**config.mk**
```make
export PLATFORM = sky130hd
export DESIGN_NAME = pipe_hazard_ctrl
export DESIGN_NICKNAME = d
export VERILOG_FILES = /design/src/rtl/pipe_hazard_ctrl.sv
export SDC_FILE = /design/constraint.sdc
export NUM_CORES = 1
export LEC_CHECK = 0
export ABC_CLOCK_PERIOD_IN_PS = 3800
export CAP_MARGIN = 40
export CORE_AREA = 3 3 63 65
export CTS_CLUSTER_DIAMETER = 150
export CTS_CLUSTER_SIZE = 20
export DETAILED_ROUTE_END_ITERATION = 16
export DIE_AREA = 0 0 66 68
export PLACE_DENSITY = 0.82
export SETUP_SLACK_MARGIN = 0.3
export SYNTH_ARGS = -nofsm -noshare
export SYNTH_HDL_FRONTEND = slang
export SYNTH_SLANG_ARGS = --single-unit
export TNS_END_PERCENT = 5
```
**constraint.sdc**
```tcl
create_clock -name clk -period 3.8 [get_ports clk]
set_input_delay 0.57 -clock clk [delete_from_list [all_inputs] [get_ports clk]]
set_output_delay 0.57 -clock clk [all_outputs]
set_load 0.02 [all_outputs]
```
**src/rtl/pipe_hazard_ctrl.sv**
```systemverilog
// Hazard, forwarding and flush controller for the 5-stage MIPS pipeline.
// Optional stall-cycle performance counter enabled by defining HAZ_PERF_CNT_EN.
module pipe_hazard_ctrl #(
    parameter int MULT_CYCLES = 5,
    parameter int DIV_CYCLES  = 10
) (
    input  logic        clk,
    input  logic        reset,
    input  logic [4:0]  rsD,
    input  logic [4:0]  rtD,
    input  logic [1:0]  TuseRsD,
    input  logic [1:0]  TuseRtD,
    input  logic [4:0]  rsE,
    input  logic [4:0]  rtE,
    input  logic [4:0]  wrE,
    input  logic [4:0]  wrM,
    input  logic [4:0]  wrW,
    input  logic [1:0]  Res_E,
    input  logic [1:0]  Res_M,
    input  logic [1:0]  Res_W,
    input  logic        md_useD,
    input  logic        md_startE,
    input  logic        md_typeE,
    input  logic        exc_M,
    input  logic        eret_M,
    output logic        PC_en,
    output logic        IFID_en,
    output logic        IFID_clr,
    output logic        IDEX_clr,
    output logic        EXMEM_clr,
    output logic        MEMWB_clr,
    output logic [1:0]  fwd_rsD,
    output logic [1:0]  fwd_rtD,
    output logic [1:0]  fwd_rsE,
    output logic [1:0]  fwd_rtE,
    output logic        md_busy,
    output logic [31:0] stall_cnt
);

    localparam logic [1:0] RES_NW  = 2'b00;
    localparam logic [1:0] RES_ALU = 2'b01;
    localparam logic [1:0] RES_DM  = 2'b10;
    localparam logic [1:0] RES_PC  = 2'b11;

    localparam int MD_MAX = (DIV_CYCLES > MULT_CYCLES) ? DIV_CYCLES : MULT_CYCLES;
    localparam int MD_W   = $clog2(MD_MAX + 1);

    typedef enum logic {
        IDLE  = 1'b0,
        REDIR = 1'b1
    } flush_state_e;

    // ---------------- Tnew of the producers in E and M ----------------
    logic [1:0] tnew_e;
    logic [1:0] tnew_m;

    always_comb begin
        tnew_e = 2'd0;
        case (Res_E)
            RES_ALU: tnew_e = 2'd1;
            RES_DM:  tnew_e = 2'd2;
            default: tnew_e = 2'd0;
        endcase
        tnew_m = (Res_M == RES_DM) ? 2'd1 : 2'd0;
    end

    function automatic logic src_stall(input logic [4:0] r, input logic [1:0] tuse,
                                       input logic [4:0] wr_e, input logic [1:0] res_e,
                                       input logic [1:0] tn_e, input logic [4:0] wr_m,
                                       input logic [1:0] res_m, input logic [1:0] tn_m);
        logic hit_e;
        logic hit_m;
        hit_e = (r == wr_e) && (res_e != RES_NW) && (tn_e > tuse);
        hit_m = (r == wr_m) && (res_m != RES_NW) && (tn_m > tuse);
        return (r != 5'd0) && (hit_e || hit_m);
    endfunction

    // ALU/PC results are the ones already computed when they sit in M (Res[0] set).
    function automatic logic [1:0] fwd_d_sel(input logic [4:0] r, input logic [4:0] wr_e,
                                             input logic [1:0] res_e, input logic [4:0] wr_m,
                                             input logic [1:0] res_m);
        logic [1:0] sel;
        sel = 2'b00;
        if (r != 5'd0) begin
            if (r == wr_e && res_e == RES_PC)
                sel = 2'b10;
            else if (r == wr_m && (res_m == RES_ALU || res_m == RES_PC))
                sel = 2'b01;
        end
        return sel;
    endfunction

    function automatic logic [1:0] fwd_e_sel(input logic [4:0] r, input logic [4:0] wr_m,
                                             input logic [1:0] res_m, input logic [4:0] wr_w,
                                             input logic [1:0] res_w);
        logic [1:0] sel;
        sel = 2'b00;
        if (r != 5'd0) begin
            if (r == wr_m && (res_m == RES_ALU || res_m == RES_PC))
                sel = 2'b01;
            else if (r == wr_w && res_w != RES_NW)
                sel = 2'b10;
        end
        return sel;
    endfunction

    logic data_stall;
    logic md_stall;
    logic stall;

    assign data_stall = src_stall(rsD, TuseRsD, wrE, Res_E, tnew_e, wrM, Res_M, tnew_m)
                      | src_stall(rtD, TuseRtD, wrE, Res_E, tnew_e, wrM, Res_M, tnew_m);
    assign md_stall   = md_useD & (md_busy | md_startE);
    assign stall      = data_stall | md_stall;

    assign fwd_rsD = fwd_d_sel(rsD, wrE, Res_E, wrM, Res_M);
    assign fwd_rtD = fwd_d_sel(rtD, wrE, Res_E, wrM, Res_M);
    assign fwd_rsE = fwd_e_sel(rsE, wrM, Res_M, wrW, Res_W);
    assign fwd_rtE = fwd_e_sel(rtE, wrM, Res_M, wrW, Res_W);

    // ---------------- Multiply/divide busy counter ----------------
    logic [MD_W-1:0] md_cnt_q;
    logic [MD_W-1:0] md_cnt_d;

    always_comb begin
        md_cnt_d = md_cnt_q;
        if (exc_M)
            md_cnt_d = '0;
        else if (md_startE)
            md_cnt_d = md_typeE ? MD_W'(DIV_CYCLES) : MD_W'(MULT_CYCLES);
        else if (md_cnt_q != '0)
            md_cnt_d = md_cnt_q - MD_W'(1);
    end

    always_ff @(posedge clk or negedge reset) begin
        if (!reset)
            md_cnt_q <= '0;
        else
            md_cnt_q <= md_cnt_d;
    end

    assign md_busy = (md_cnt_q != '0);

    // ---------------- Post-redirect flush FSM ----------------
    flush_state_e state_q;
    flush_state_e state_d;
    logic         flush_now;
    logic         redir_kill;
    logic         wb_kill;

    always_comb begin
        state_d    = state_q;
        flush_now  = 1'b0;
        redir_kill = 1'b0;
        wb_kill    = 1'b0;
        case (state_q)
            IDLE: begin
                if (exc_M || eret_M) begin
                    flush_now = 1'b1;
                    wb_kill   = exc_M;
                    state_d   = REDIR;
                end
            end
            REDIR: begin
                redir_kill = 1'b1;
                state_d    = IDLE;
            end
            default: state_d = IDLE;
        endcase
    end

    always_ff @(posedge clk or negedge reset) begin
        if (!reset)
            state_q <= IDLE;
        else
            state_q <= state_d;
    end

    logic redirect;
    assign redirect = flush_now | redir_kill;

    // A redirect must always fetch from the new PC, so it wins over any stall.
    assign PC_en     = ~stall | redirect;
    assign IFID_en   = ~stall | redirect;
    assign IFID_clr  = redirect;
    assign IDEX_clr  = stall | flush_now;
    assign EXMEM_clr = flush_now;
    assign MEMWB_clr = wb_kill;

`ifdef HAZ_PERF_CNT_EN
    logic [31:0] stall_cnt_q;

    always_ff @(posedge clk or negedge reset) begin
        if (!reset)
            stall_cnt_q <= '0;
        else if (stall && !redirect)
            stall_cnt_q <= stall_cnt_q + 32'd1;
    end

    assign stall_cnt = stall_cnt_q;
`else
    assign stall_cnt = '0;
`endif

endmodule

```
* After elaboration in Yosys (flattened, before gate mapping)
Index checks and enable logic that the tools add are counted.
** Operators by class
- Equal/unequal tests :: 14
- Bitwise gates (word level) :: 9
- Mux-type cells :: 24
- Order comparisons :: 4
- Reductions and logical operators :: 31
- Add/subtract/negate cells :: 1
** Operator list (number)
- $eq A5 B5 Y1 :: 8
- $mux W2 :: 10
- $reduce_bool A5 Y1 :: 4
- $logic_and A1 B1 Y1 :: 18
- $mux W4 :: 4
- $eq A2 B2 Y1 const B :: 4
- $mux W1 :: 8
- $or A1 B1 Y1 :: 6
- $reduce_bool A2 Y1 :: 3
- $eq A2 B1 Y1 const B :: 2
- $gt A1 B2 Y1 :: 2
- $gt A2 B2 Y1 :: 2
- $logic_or A1 B1 Y1 :: 4
- $pmux W2 S2 :: 1
- $reduce_bool A4 Y1 :: 1
- $sub A4 B1 Y4 const B :: 1
- $reduce_bool A3 Y1 :: 1
- $not A1 Y1 :: 2
- $pmux W1 S2 :: 1
- $and A1 B1 Y1 :: 1
** Storage, ports and cells
- Word-level logic and storage cells :: 85
- Register bits :: 5
- Output and inout bits :: 47

* Logic depth before layout (Yosys ltp)
- Word-level depth :: 10
- Depth in mapped cells :: 9
- Depth with buffers taken out :: 7

* Worst setup path before layout
Ideal clock, no wire load.
- Path type :: input-to-output
- Start point :: input port Res_M[0]
- End point :: output port PC_en
- Path slack :: 1.009 ns
- Arrival :: 2.221 ns
- Required time :: 3.230 ns
- Stages on the path :: 7
- Cell sequence :: nand2b_1 -> ha_1 -> or4_1 -> o31a_1 -> o31ai_1 -> o21bai_1 -> buf_4
** Between the ends
- Longest elaborated chain between the ends :: 10
** Ends and longest elaborated chain
- from (decl) :: RTL line 19 : input logic [1:0] Res_M,
- $eq A2 B2 Y1 :: RTL line 64 : tnew_m = (Res_M == RES_DM) ? 2'd1 : 2'd0;
- $mux W1 :: RTL line 64
- $gt A1 B2 Y1 :: RTL line 74 : hit_m = (r == wr_m) && (res_m != RES_NW) && (tn_m > tuse);
- $logic_and A1 B1 Y1 :: RTL line 74
- $logic_or A1 B1 Y1 :: RTL line 75 : return (r != 5'd0) && (hit_e || hit_m);
- $logic_and A1 B1 Y1 :: RTL line 75
- $or A1 B1 Y1 (*) :: RTL line 112 : | src_stall(rtD, TuseRtD, wrE, Res_E, tnew_e, wrM, Res_M, tnew_m);
- $or A1 B1 Y1 (*) :: RTL line 114 : assign stall = data_stall | md_stall;
- $not A1 Y1 (*)
- $or A1 B1 Y1 (*)
- to (decl) :: RTL line 26 : output logic PC_en,
Every way passes the cells marked *; elsewhere a longest branch is shown, timed or not.

* Worst setup path in the final report
- Start point :: input port Res_M[0]
- End point :: output port PC_en
** Between the ends
- Longest elaborated chain between the ends :: 10
** Ends and longest elaborated chain
- $eq A2 B2 Y1 :: RTL line 64
- $mux W1 :: RTL line 64
- $gt A1 B2 Y1 :: RTL line 74
- $logic_and A1 B1 Y1 :: RTL line 74
- $logic_or A1 B1 Y1 :: RTL line 75
- $logic_and A1 B1 Y1 :: RTL line 75
- $or A1 B1 Y1 (*) :: RTL line 112
- $or A1 B1 Y1 (*) :: RTL line 114
- $not A1 Y1 (*) :: RTL line 183 : assign PC_en = ~stall | redirect;
- $or A1 B1 Y1 (*) :: RTL line 183
Marks and branches as above.

==> run_results.csv <==
group,metric,value,unit
outcome,status,"complete, no violations",
logic_synthesis,syn_area,0.00127,mm^2
critical_path,cp.buffers_inverters,2,
final_layout,fin_cells,281,
logic_synthesis,synthAdderAreaFrac,4.91,%
critical_path,cp-start-kind,"input pin",
timing,finalHoldViolCount,0,
floorplanning,die_w,66,um
logic_synthesis,synth_xor_area_share,27.5,%
clock_tree,htree_levels,1,
critical_path,cp.depth,8,
final_layout,insertedDiodeCount,0,
final_layout,syn2layout_area_growth,49.0,%
floorplanning,core_region_area,0.00339,mm^2
critical_path,path_cells,"clkdlybuf4s50_1 > nand2b_1 > ha_1 > or4_1 > o31a_1 > o31ai_2 > o21bai_1 > clkdlybuf4s50_1",
logic_synthesis,ys_ff_latch,5,
floorplanning,num_rows,21,
floorplanning,fp.dieArea,0.00449,mm^2
final_layout,drive_gt1_share,3.83,%
hold_path,min_path_type,"flip-flop to flip-flop",
route,via_per_inst,4.56,
logic_synthesis,synth-warning-count,0,
critical_path,cp-end-kind,"output pin",
flow_run,maxCapViolCount,0,
clock_tree,cts.sink_count,5,
critical_path,crit_path_max_incr_delay,550,ps
clock_tree,clock_latency,240,ps
timing,post-route-period-util,93.3,%
logic_synthesis,yosysUniqueCellTypes,37,
route,wire_per_inst,12.0,um
timing,fmax,282,MHz
timing,min_period,3550,ps
timing,rsz0062_at_grt,"yes",
timing,finalWorstSetupSlack,253,ps
clock_tree,cts_tree,"built",
timing,setup_tns,0,ps
route,routed_wl,3370,um
placement,hpwl,3040,um
critical_path,arrival,2980,ps
route,drt_first_pass_iters,4,
floorplanning,io_pins,99,
power_and_ir_drop,powerDensity,185,mW/mm^2
placement,place_congestion,0.772,
clock_tree,clk_pin_slew,40,ps
hold_path,whs_path_depth,1,
timing,clock-skew-final,0.619,ps
critical_path,crit_fanout,2,
critical_path,critPathKind,"input pin to output pin",
logic_synthesis,synth_cells,167,
logic_synthesis,muxShareOfSynthArea,0.883,%
logic_synthesis,synth_top_family_by_area,"XOR/XNOR gates",
timing,setup_viol,0,
critical_path,r2r_cells,6,
grt,grt_max_degree,8,
final_layout,finalNetCount,293,
clock_tree,clock_path_buffers,2,
logic_synthesis,synth_top_area_share,19.4,%
grt,grt-ovfl-total,0,
power_and_ir_drop,ir_drop,0.0740,mV
critical_path,cpMostUsedCell,"clkdlybuf4s50_1",
clock_tree,hold_buffers,0,
grt,grt_usage,14.4,%
placement,dp.cells,277,
critical_path,cp.required,3230,ps
grt,antenna_found_initial,0,
logic_synthesis,ys_top_cells_by_area,"buf_4, xor2_1, xnor2_1",
floorplanning,start_util,37.6,%
floorplanning,die_y,68,um
logic_synthesis,yosysTopAreaCell,"buf_4",
timing,slew_viol_final,0,
logic_synthesis,synth-simple-area-share,24.6,%
placement,pre_cts_slack,131,ps
placement,io_buffers,66,
grt,grt_pass1_wl,5140,um
critical_path,cp_slowest_cell,"clkdlybuf4s50_1",
route,drt-initial-drc-count,66,
logic_synthesis,synth-compound-area-share,11.1,%
power_and_ir_drop,p_leak,0.000771,uW
route,drc_errors,0,
route,num_vias,1280,
clock_tree,cts_buffers,3,
logic_synthesis,yosysSeqAreaShare,9.81,%
logic_synthesis,avgSynthCellArea,7.63,um^2
clock_tree,cts_root_buf,"clkbuf_4",
critical_path,critPathTopFamily,"buffers and inverters",
grt,grt_pass1_vias,1199,
route,ant_nets,0,
## power breakdown
part	total [uW]	switching, uW	internal, uW
Combinational	226	115	111
Clock	62.0	22.3	39.7
Sequential	64.2	5.04	59.2
## through the flow
stage                     hold WS [ps]  util [%]  cell area (um^2)  power, uW
after CTS                          488      55.8              1890        356
after global routing               520      56.0              1900        381
after global placement             474      55.0              1870        287
final                              488      56.0              1900        352
after detailed placement           472      55.0              1870        291
after floorplan                    274         -              1390        212
## logic make-up after synthesis
family	after synthesis
other	1
XOR/XNOR	40
buffers and inverters	38
AND/OR/NAND/NOR	56
multiplexers	1
adder cells (fa/ha/maj)	5
AO/OA/AOI/OAI	21
flip-flops	5
## cells in the mapped netlist
library cell / number
nand3b_1: 2
ha_1: 5
and3_1: 2
nor4_1: 5
nand4b_1: 1
a211o_1: 1
nor3_1: 7
clkbuf_1: 1
a221oi_1: 1
or4_1: 4
and2_1: 2
dfrtp_1: 5
nor2b_1: 2
nand3_2: 1
a22o_1: 1
nor2_1: 15
nand2_1: 3
o211ai_2: 1
o21a_1: 2
conb_1: 1
xnor2_1: 18
or4_4: 1
o31a_1: 1
or3_1: 2
o21bai_1: 1
xor2_1: 22
nand3_1: 5
o21ai_0: 4
a2111oi_0: 1
buf_4: 33
mux2_2: 1
or3b_1: 1
inv_1: 4
a21oi_1: 7
o31ai_1: 1
nand2b_1: 2
nor4b_1: 1
## layout make-up
type                    instances  area (um^2)
inverters                       4         15.0
flip-flops and latches          5          125
multi-input cells             155         1010
well taps                      46         57.6
repair buffers                 67          669
clock buffers                   4         26.3
fillers                       330         1490
## layout by cell type (no fill, tap or decap), types with 2 or more instances in the layout
| master | n |
|---|---|
| a21oi_1 | 7 |
| and2_1 | 2 |
| and3_1 | 2 |
| clkbuf_4 | 3 |
| clkdlybuf4s50_1 | 64 |
| conb_1 | 32 |
| dfrtp_1 | 5 |
| ha_1 | 5 |
| inv_1 | 4 |
| nand2_1 | 3 |
| nand2b_1 | 2 |
| nand3_1 | 5 |
| nand3b_1 | 2 |
| nor2_1 | 15 |
| nor2b_1 | 2 |
| nor3_1 | 7 |
| nor4_1 | 5 |
| o21a_1 | 2 |
| o21ai_0 | 4 |
| or3_1 | 2 |
| or4_1 | 4 |
| xnor2_1 | 18 |
| xor2_1 | 22 |
## final timing paths
kind,start,endpoint,slack (ps)
min in group asynchronous,reset,md_cnt_q[0],550
worst min-delay path,state_q,state_q,490
worst max register to register,md_cnt_q[0],md_cnt_q[0],2130
max in group asynchronous,reset,md_cnt_q[2],3060
worst min register to register,state_q,state_q,490
worst max-delay path,Res_M[0],PC_en,250
## what timing repair did
| item | in CTS | in global routing |
|---|---|---|
| buffers inserted | 0 | 0 |
| endpoints found under the hold margin | 0 | 0 |
| setup endpoints to repair | 3 | 3 |
| gates resized for setup | 1 | 3 |
| gates cloned | 0 | 0 |
## registers in the layout (all words and copies together), names as in the netlist
name,count
md_cnt_q,4
state_q,1
## routing by layer
metal	track usage (%)	wire [um]	vias to the layer above
li1	-	-	648
met5	0	0	-
met2	26.0	1690	60
met3	4.60	382	2
met4	4.57	22	0
met1	16.1	1280	570
## worst reg2reg max path, delay by kind of cell (launching register included)
family | cells | cell delay, ps
and+or+nand+nor | 2 | 540
DFF | 1 | 400
muxes | 1 | 260
adders and majority gates | 1 | 180
xor gates and xnor gates | 1 | 160
buffers and inverters | 1 | 70
(Power assumes the default switching activity.)
